===== config.mk =====
export PLATFORM = sky130hd
export DESIGN_NAME = bus_rr_nxm_flat
export DESIGN_NICKNAME = d
export VERILOG_FILES = /design/src/rtl/bus_pkg.sv /design/src/rtl/bus_rr_nxm_if.sv /design/src/rtl/bus_rr_arbiter.sv /design/src/rtl/bus_rr_nxm.sv /design/src/flat_wrapper.sv
export SDC_FILE = /design/constraint.sdc
export NUM_CORES = 1
export LEC_CHECK = 0
export ABC_AREA = 1
export CAP_MARGIN = 20
export CORE_AREA = 2 2 100 102
export DETAILED_ROUTE_END_ITERATION = 7
export DIE_AREA = 0 0 102 104
export MAX_ROUTING_LAYER = met4
export PLACE_DENSITY_LB_ADDON = 0.05
export SLEW_MARGIN = 0
export SYNTH_ARGS = -nofsm -noshare
export SYNTH_HDL_FRONTEND = slang
export SYNTH_SLANG_ARGS = --single-unit

===== constraint.sdc =====
create_clock -name clk -period 3.2 [get_ports clk]
set_input_delay 0.8 -clock clk [delete_from_list [all_inputs] [get_ports clk]]
set_output_delay 0.8 -clock clk [all_outputs]
set_load 0.02 [all_outputs]

===== src/rtl/bus_pkg.sv =====
// Shared defaults, arbiter state type and address helpers for the N-master/M-slave bus.
package bus_pkg;

  localparam int unsigned DEF_NUM_M    = 2;
  localparam int unsigned DEF_NUM_S    = 3;
  localparam int unsigned DEF_ADDR_W   = 8;
  localparam int unsigned DEF_DATA_W   = 32;
  localparam int unsigned DEF_SEL_W    = 4;
  localparam int unsigned DEF_MAX_HOLD = 16;

  // Value driven onto the shared write strobe while nobody owns the bus.
  localparam logic IDLE_WR = 1'b0;

  typedef enum logic {StIdle, StOwn} arb_state_e;

  // Slave index held in the top sel_w bits of an addr_w-bit address.
  function automatic int unsigned sel_field(input logic [31:0] addr,
                                            input int unsigned addr_w,
                                            input int unsigned sel_w);
    return (addr >> (addr_w - sel_w)) & ((32'd1 << sel_w) - 32'd1);
  endfunction

endpackage


===== src/rtl/bus_rr_nxm_if.sv =====
// Master-side and slave-side signal bundle of the shared bus; fabric is the bus's own view.
interface bus_rr_nxm_if #(
    parameter int unsigned NUM_M  = 2,
    parameter int unsigned NUM_S  = 3,
    parameter int unsigned ADDR_W = 8,
    parameter int unsigned DATA_W = 32
);
    logic [NUM_M-1:0]        m_req;
    logic [NUM_M-1:0]        m_wr;
    logic [NUM_M*ADDR_W-1:0] m_address;
    logic [NUM_M*DATA_W-1:0] m_dout;
    logic [NUM_M-1:0]        m_grant;
    logic [DATA_W-1:0]       m_din;
    logic                    m_rvalid;
    logic                    m_err;

    logic [NUM_S*DATA_W-1:0] s_dout;
    logic [NUM_S-1:0]        s_sel;
    logic [ADDR_W-1:0]       s_address;
    logic                    s_wr;
    logic [DATA_W-1:0]       s_din;

    modport master (
        output m_req, m_wr, m_address, m_dout,
        input  m_grant, m_din, m_rvalid, m_err
    );

    modport slave (
        input  s_sel, s_address, s_wr, s_din,
        output s_dout
    );

    modport fabric (
        input  m_req, m_wr, m_address, m_dout, s_dout,
        output m_grant, m_din, m_rvalid, m_err, s_sel, s_address, s_wr, s_din
    );
endinterface


===== src/rtl/bus_rr_arbiter.sv =====
// Registered round-robin arbiter with grant hold.
// Optional BUS_MAX_HOLD_EN limits ownership to MAX_HOLD cycles while others wait.
module bus_rr_arbiter
    import bus_pkg::*;
#(
    parameter int unsigned NUM_M    = DEF_NUM_M,
    parameter int unsigned MAX_HOLD = DEF_MAX_HOLD
) (
    input  logic             clk,
    input  logic             reset_n,
    input  logic [NUM_M-1:0] req,
    output logic [NUM_M-1:0] grant
);
    localparam int unsigned IDX_W = $clog2(NUM_M);
    localparam logic [IDX_W-1:0] LAST_RST = IDX_W'(NUM_M - 1);

    arb_state_e       state_q;
    logic [IDX_W-1:0] owner_q;
    logic [IDX_W-1:0] last_q;
    logic [IDX_W-1:0] next_idx;
    logic             found;
    logic             keep;
    int unsigned      cand;

`ifdef BUS_MAX_HOLD_EN
    localparam int unsigned HOLD_W = $clog2(MAX_HOLD + 1);
    localparam logic [HOLD_W-1:0] HOLD_MAX = HOLD_W'(MAX_HOLD);
    logic [HOLD_W-1:0] hold_q;
    logic              preempt;
    assign preempt = (state_q == StOwn) && (hold_q == HOLD_MAX) && |(req & ~grant);
    assign keep    = (state_q == StOwn) && req[owner_q] && !preempt;
`else
    assign keep    = (state_q == StOwn) && req[owner_q];
`endif

    // Scan starts just past the last owner; the last owner itself is checked last.
    always_comb begin
        found    = 1'b0;
        next_idx = last_q;
        cand     = 0;
        for (int unsigned off = 1; off <= NUM_M; off++) begin
            cand = (32'(last_q) + off) % NUM_M;
            if (!found && req[IDX_W'(cand)]) begin
                found    = 1'b1;
                next_idx = IDX_W'(cand);
            end
        end
    end

    always_ff @(posedge clk or negedge reset_n) begin
        if (!reset_n) begin
            state_q <= StIdle;
            owner_q <= '0;
            last_q  <= LAST_RST;
            grant   <= '0;
`ifdef BUS_MAX_HOLD_EN
            hold_q  <= '0;
`endif
        end else if (keep) begin
`ifdef BUS_MAX_HOLD_EN
            if (hold_q != HOLD_MAX) hold_q <= hold_q + HOLD_W'(1);
`endif
        end else if (found) begin
            state_q <= StOwn;
            owner_q <= next_idx;
            last_q  <= next_idx;
            grant   <= NUM_M'(1) << next_idx;
`ifdef BUS_MAX_HOLD_EN
            hold_q  <= HOLD_W'(1);
`endif
        end else begin
            state_q <= StIdle;
            grant   <= '0;
`ifdef BUS_MAX_HOLD_EN
            hold_q  <= '0;
`endif
        end
    end
endmodule


===== src/rtl/bus_rr_nxm.sv =====
// NUM_M-master / NUM_S-slave shared bus: round-robin owner, address decode, 1-cycle read return.
// Optional BUS_MAX_HOLD_EN bounds how long one master may keep the grant.
module bus_rr_nxm
    import bus_pkg::*;
#(
    parameter int unsigned NUM_M    = DEF_NUM_M,
    parameter int unsigned NUM_S    = DEF_NUM_S,
    parameter int unsigned ADDR_W   = DEF_ADDR_W,
    parameter int unsigned DATA_W   = DEF_DATA_W,
    parameter int unsigned SEL_W    = DEF_SEL_W,
    parameter int unsigned MAX_HOLD = DEF_MAX_HOLD
) (
    input logic             clk,
    input logic             reset_n,
    bus_rr_nxm_if.fabric    bus
);
    localparam logic [SEL_W:0] NUM_S_EXT = (SEL_W + 1)'(NUM_S);

    logic [NUM_M-1:0]  grant;
    logic              any_grant;
    logic              wr;
    logic [ADDR_W-1:0] address;
    logic [DATA_W-1:0] wdata;
    logic [SEL_W-1:0]  idx;
    logic              mapped;
    logic [NUM_S-1:0]  sel;
    logic [DATA_W-1:0] rdata;
    logic              rd_valid_q;
    logic [SEL_W-1:0]  rd_idx_q;
    logic              err_q;

    bus_rr_arbiter #(
        .NUM_M    (NUM_M),
        .MAX_HOLD (MAX_HOLD)
    ) u_arbiter (
        .clk     (clk),
        .reset_n (reset_n),
        .req     (bus.m_req),
        .grant   (grant)
    );

    assign any_grant = |grant;

    // Grant is one-hot or zero, so an OR-mux yields zeros when the bus is idle.
    always_comb begin
        wr      = IDLE_WR;
        address = '0;
        wdata   = '0;
        for (int unsigned i = 0; i < NUM_M; i++) begin
            if (grant[i]) begin
                wr      = wr | bus.m_wr[i];
                address = address | bus.m_address[i*ADDR_W +: ADDR_W];
                wdata   = wdata | bus.m_dout[i*DATA_W +: DATA_W];
            end
        end
    end

    assign idx    = SEL_W'(sel_field(32'(address), ADDR_W, SEL_W));
    assign mapped = {1'b0, idx} < NUM_S_EXT;

    always_comb begin
        sel = '0;
        for (int unsigned s = 0; s < NUM_S; s++) begin
            if (any_grant && mapped && idx == SEL_W'(s)) sel[s] = 1'b1;
        end
    end

    always_comb begin
        rdata = '0;
        for (int unsigned s = 0; s < NUM_S; s++) begin
            if (rd_valid_q && rd_idx_q == SEL_W'(s)) rdata = bus.s_dout[s*DATA_W +: DATA_W];
        end
    end

    always_ff @(posedge clk or negedge reset_n) begin
        if (!reset_n) begin
            rd_valid_q <= 1'b0;
            rd_idx_q   <= '0;
            err_q      <= 1'b0;
        end else begin
            rd_valid_q <= any_grant && !wr && mapped;
            rd_idx_q   <= idx;
            err_q      <= any_grant && !mapped;
        end
    end

    assign bus.m_grant   = grant;
    assign bus.m_din     = rdata;
    assign bus.m_rvalid  = rd_valid_q;
    assign bus.m_err     = err_q;
    assign bus.s_sel     = sel;
    assign bus.s_address = address;
    assign bus.s_wr      = wr;
    assign bus.s_din     = wdata;
endmodule

===== src/flat_wrapper.sv =====
// flat-port wrapper written by rule: the top's interface ports become plain ports
module bus_rr_nxm_flat import bus_pkg::*;
#(
    parameter int unsigned NUM_M    = DEF_NUM_M,
    parameter int unsigned NUM_S    = DEF_NUM_S,
    parameter int unsigned ADDR_W   = DEF_ADDR_W,
    parameter int unsigned DATA_W   = DEF_DATA_W,
    parameter int unsigned SEL_W    = DEF_SEL_W,
    parameter int unsigned MAX_HOLD = DEF_MAX_HOLD
)
  (clk, reset_n, bus_m_req, bus_m_wr, bus_m_address, bus_m_dout, bus_s_dout, bus_m_grant, bus_m_din, bus_m_rvalid, bus_m_err, bus_s_sel, bus_s_address, bus_s_wr, bus_s_din);
  bus_rr_nxm_if #(.NUM_M(NUM_M), .NUM_S(NUM_S), .ADDR_W(ADDR_W), .DATA_W(DATA_W)) bus_i ();
  input logic clk;
  input logic reset_n;
  input wire logic [$bits(bus_i.m_req)-1:0] bus_m_req;
  input wire logic [$bits(bus_i.m_wr)-1:0] bus_m_wr;
  input wire logic [$bits(bus_i.m_address)-1:0] bus_m_address;
  input wire logic [$bits(bus_i.m_dout)-1:0] bus_m_dout;
  input wire logic [$bits(bus_i.s_dout)-1:0] bus_s_dout;
  output wire logic [$bits(bus_i.m_grant)-1:0] bus_m_grant;
  output wire logic [$bits(bus_i.m_din)-1:0] bus_m_din;
  output wire logic [$bits(bus_i.m_rvalid)-1:0] bus_m_rvalid;
  output wire logic [$bits(bus_i.m_err)-1:0] bus_m_err;
  output wire logic [$bits(bus_i.s_sel)-1:0] bus_s_sel;
  output wire logic [$bits(bus_i.s_address)-1:0] bus_s_address;
  output wire logic [$bits(bus_i.s_wr)-1:0] bus_s_wr;
  output wire logic [$bits(bus_i.s_din)-1:0] bus_s_din;
  assign bus_i.m_req = bus_m_req;
  assign bus_i.m_wr = bus_m_wr;
  assign bus_i.m_address = bus_m_address;
  assign bus_i.m_dout = bus_m_dout;
  assign bus_i.s_dout = bus_s_dout;
  assign bus_m_grant = bus_i.m_grant;
  assign bus_m_din = bus_i.m_din;
  assign bus_m_rvalid = bus_i.m_rvalid;
  assign bus_m_err = bus_i.m_err;
  assign bus_s_sel = bus_i.s_sel;
  assign bus_s_address = bus_i.s_address;
  assign bus_s_wr = bus_i.s_wr;
  assign bus_s_din = bus_i.s_din;
  bus_rr_nxm #(.NUM_M(NUM_M), .NUM_S(NUM_S), .ADDR_W(ADDR_W), .DATA_W(DATA_W), .SEL_W(SEL_W), .MAX_HOLD(MAX_HOLD)) u_core (.clk(clk), .reset_n(reset_n), .bus(bus_i));
endmodule

Word-level counts from Yosys, hierarchy flattened
Cells that the tools add are included.

Mux-type cells: 24. Magnitude comparators: 4. $add $sub $neg: 2. Reduce and logical (&&, ||, !) cells: 19. Eq/ne operators: 4. Bitwise gates (word level): 4. Shift-type cells: 1.

Operators by type and width (number): $mux W32 (5); $or A32 B32 Y32 (1); $mux W1 (16); $mux W8 (2); $logic_and A1 B1 Y1 (12); $eq A4 B1 Y1 const B (2); $eq A4 B2 Y1 const B (2); $logic_not A4 Y1 (2); $or A8 B8 Y8 (1); $lt A1 B2 Y1 const B (3); $lt A4 B2 Y1 const B (1); $logic_not A1 Y1 (3); $add A1 B1 Y1 const B (2); $mux W2 (1); $reduce_and A2 Y1 (1); $reduce_or A2 Y1 (1); $shl A1 B1 Y2 const A (1); $not A1 Y1 (1); $or A1 B1 Y1 (1).

Input bits: 182. Logic and storage cells: 65. Output and inout port bits: 80. Flip-flop bits (word level): 11.

Longest topological paths before layout
Depth in word-level cells: 9. Mapped depth: 6.

Cells and area by module
Synthesis repeated with hierarchy kept, for this count alone.

Cell total of the unflattened synthesis: 265. Area total of the unflattened synthesis: 1899.3 um^2.

Modules (own cells, without submodules): bus_rr_nxm (area each 1669.1 um^2, sequential area each 150.1 um^2, times used 1, cells each 240); bus_rr_arbiter (area each 230.2 um^2, sequential area each 126.4 um^2, times used 1, cells each 25).

Worst setup path after synthesis
No wires, ideal clock.

Path kind: input to output. Start: input port bus_m_address[12]. End: output port bus_s_sel[1]. Arrival: 1.664 ns. Cell stages on the path: 4. Required time: 2.400 ns. Slack: 0.736 ns. Cell sequence: nand2_1 > nand2_1 > nand3_1 > nor3_1.

Word-level cells in the longest chain between the ends: 6. Elaborated cells on any way between the ends: 7.

RTL lines: from (decl) (RTL line flat_wrapper.sv:17) `input wire logic [$bits(bus_i.m_address)-1:0] bus_m_address;`; $or A8 B8 Y8 * (RTL line bus_rr_nxm.sv:52) `address = address | bus.m_address[i*ADDR_W +: ADDR_W];`; $mux W8 * (RTL line bus_rr_nxm.sv:50) `if (grant[i]) begin`; via bus_s_address[4] (RTL line flat_wrapper.sv:25) `output wire logic [$bits(bus_i.s_address)-1:0] bus_s_address;`; $lt A4 B2 Y1 (RTL line bus_rr_nxm.sv:59) `assign mapped = {1'b0, idx} < NUM_S_EXT;`; $logic_and A1 B1 Y1 (RTL line bus_rr_nxm.sv:64) `if (any_grant && mapped && idx == SEL_W'(s)) sel[s] = 1'b1;`; $logic_and A1 B1 Y1 * (RTL line bus_rr_nxm.sv:64); $mux W1 * (RTL line bus_rr_nxm.sv:64); to (decl) (RTL line flat_wrapper.sv:24) `output wire logic [$bits(bus_i.s_sel)-1:0] bus_s_sel;`.

Mark *: on every way through the listed nets, which the timed path passes. The rest lies on a longest branch.

Final worst setup path
Start: input port bus_m_address[7]. End: output port bus_s_address[7].

Word-level cells in the longest chain between the ends: 3.

RTL lines (RTL line): $mux W8 * (bus_rr_nxm.sv:50); $or A8 B8 Y8 (bus_rr_nxm.sv:52); $mux W8 * (bus_rr_nxm.sv:50); to (decl) (flat_wrapper.sv:25).

Every way passes the cells marked *; elsewhere a longest branch is shown, timed or not.

==> results.md <==
- Status: completed
- Mapped cell area: 1880 um^2
- RSZ-0062 raised after global routing: no
- Post-layout net count: 687
- Design Power: 2.53 mW
- Synth cell types: 23
- First-pass GRT wire length: 15.7 mm
- Skew final: approximately 0.0027 ns
- Core area: 9550 um^2
- Port bufs: 261
- DRT antenna net count: 0
- Layout cell share with drive strength beyond 1: 0.0476
- GRT Max-Usage Layer: met2
- Total gr overflow: 0
- Leak: approximately 1.8 nW
- GRT met3 Usage: 0.0457
- Clock Tree Root: clkbuf_8
- Worst EP required: approximately 2.4 ns
- Final period utilization: 0.930
- Slew @ Worst Pin: 0.609 ns
- Diode count: 0
- Routability cong.: 0.840
- Chip height: 104 um
- GR Util met2: 0.362
- Crit path max fanout: 3
- PD cells: 554 nW/um^2
- H-tree lvl count: 1
- Most common cell after layout, fill and taps aside: clkdlybuf4s50_1
- # Post-CTS Setup Buffers: 0
- Vias in the first global route: 2987
- Initial DRC Count: 91
- Row count: 36
- Syn nets: 447
- Clock net sink count: 11
- IO Pins: 262
- Ordered list of cells on the worst path: clkdlybuf4s50_1, nand2_1, nand2_1, buf_4, clkdlybuf4s50_1
- Initial Util: 0.197
- Final Setup Violations: 0
- Crit path DAT: 2.18 ns
- Die area: between 10000 and 15000 um^2
- Total CTS buffers: 3
- Initial antenna violation count: 0
- HP Class: reg -> reg
- Setup tns final: 0 ns
- Yosys warning total: 0
- Area Growth Syn to Fin: 142%
- CTS tree: built
- Max transition margin: 0.593
- Max-Cap Viols: 0
- Seq/Total Area, Yosys: 0.147
- CTS Hold Bufs: 0
- Share of the synthesized area in the top cell type: 0.319
- Hold slack: 0.472 ns
- DRT Pass-1 Iters: 6
- Min Tclk post-route: 2.98 ns
- Crit-path slowest cell: clkdlybuf4s50_1
- GRT Total Usage: 0.194
- Pins Over Slew Limit: 0
- Clock Latency Late Sink: 0.23 ns
- Maximum number of pins on one net before global-route repair: 46
- CTS Buffer Depth: 2
- DR vias/cell: 4.86
- Clk slew on worst S/H paths: 0.05 ns
- Non-filler cells, final: 637
- Post-Synthesis Cells: 265
- Met1 GRT Util: 0.201
- Number of instances in the placed design: 633
- Vias: 3096
- WL/cell: roughly 17 um
- Final hold vios: 0
- Critical path endpoint category: output pin
- CP startpoint kind: primary input
- Achievable Freq: approximately 340 MHz
- Die width: 102 um
- Mean Syn Cell Area: between 7 and 8 um^2
- Area leader, netlist: nand4_1
- Worst vdd ir: 0.359 mV
- CP Class: in -> out
- HPWL after DPL: roughly 9 mm
- Max incr delay on CP: ~0.62 ns
- Yosys reg bits: 11
- Final WL: 11.0 mm
- DR DRC count: 0
- Final core occ: 0.479
- Top post-synthesis cells by area: nand4_1, a22o_1, dfrtp_1
- Commonest cells after routing, fill and taps aside: clkdlybuf4s50_1, nand4_1, a22o_1
-- worst paths after layout --
path                                                   endpoint  slack, ns  cells past startpoint                                   from
hold reg to reg             u_core.u_arbiter.last_q$_DFFE_PN1P_       0.47                      2    u_core.u_arbiter.last_q$_DFFE_PN1P_
hold / removal              u_core.u_arbiter.last_q$_DFFE_PN1P_       0.47                      2    u_core.u_arbiter.last_q$_DFFE_PN1P_
setup reg to reg                  u_core.bus.m_rvalid$_DFF_PN0_       1.86                      5  u_core.u_arbiter.grant[0]$_DFFE_PN0N_
max in group asynchronous   u_core.u_arbiter.last_q$_DFFE_PN1P_       1.95                      1                                reset_n
setup / recovery                               bus_s_address[7]       0.22                      5                       bus_m_address[7]
min in group asynchronous  u_core.u_arbiter.state_q$_DFFE_PN0N_       0.90                      1                                reset_n
-- cells in the mapped netlist (all sizes together) --
cell type / n
nand4: 96
a22o: 37
buf: 35
nand3: 35
nand2: 26
dfrtp: 10
inv: 9
nor2: 7
clkbuf: 3
o21ai: 2
a21oi: 1
and3: 1
dfstp: 1
nor3: 1
o21a: 1
-- state kept, by name (all words and copies together), names as in the netlist --
signal	count
u_core.u_arbiter.grant	2
u_core.rd_idx_q	4
u_core.bus.m_rvalid	1
u_core.u_arbiter.state_q	1
u_core.u_arbiter.owner_q	1
u_core.u_arbiter.last_q	1
u_core.bus.m_err	1
-- metal layers --
| layer | routed length [um] | up-vias |
|---|---|---|
| li1 | - | 1544 |
| met1 | 4100 | 1388 |
| met2 | 5780 | 154 |
| met3 | 958 | 10 |
| met4 | 175 | 0 |
| met5 | 0 | - |
-- final cells by class --
class                   count  area, um^2
well taps                 133         166
multi-input cells         207        1300
fillers                   954        4980
inverters                   9        33.8
flip-flops and latches     11         277
repair buffers            273        2750
clock buffers               4        45.0
-- report_power, final --
part	leakage, nW	switching (mW)	internal, mW	total, mW
clock	0.0228	0.0484	0.0871	0.136
combinational	1.66	1.19	0.944	2.13
sequential	0.133	0.0719	0.189	0.261
-- worst max-delay path: cells and delay by family --
| family | cells | cell delay (ns) |
|---|---|---|
| buffers and inverters | 3 | 1.19 |
| and+or+nand+nor | 2 | 0.17 |
-- through the flow --
step	instance area (um^2)	setup WS, ns
final	4570	0.223
after global routing	4570	0.136
after CTS	4560	0.00120
after detailed placement	4510	-0.0233
after global placement	4510	-0.0241
after floorplan	1880	0.736
-- repair_timing --
item / CTS / global route
cloned: 0 / 0
endpoints found under the setup margin: 1 / 3
pin swaps: 0 / 0
gates resized for setup: 1 / 3
-- kinds of logic (layout without fill, tap and decap cells) --
logic type             after synthesis  in the layout  synth area share
buffers and inverters               47            286             0.165
AOI/OAI and AO/OA                   41             41             0.184
DFF                                 11             11             0.147
and+or+nand+nor                    166            166             0.505
(Power assumes the default switching activity.)
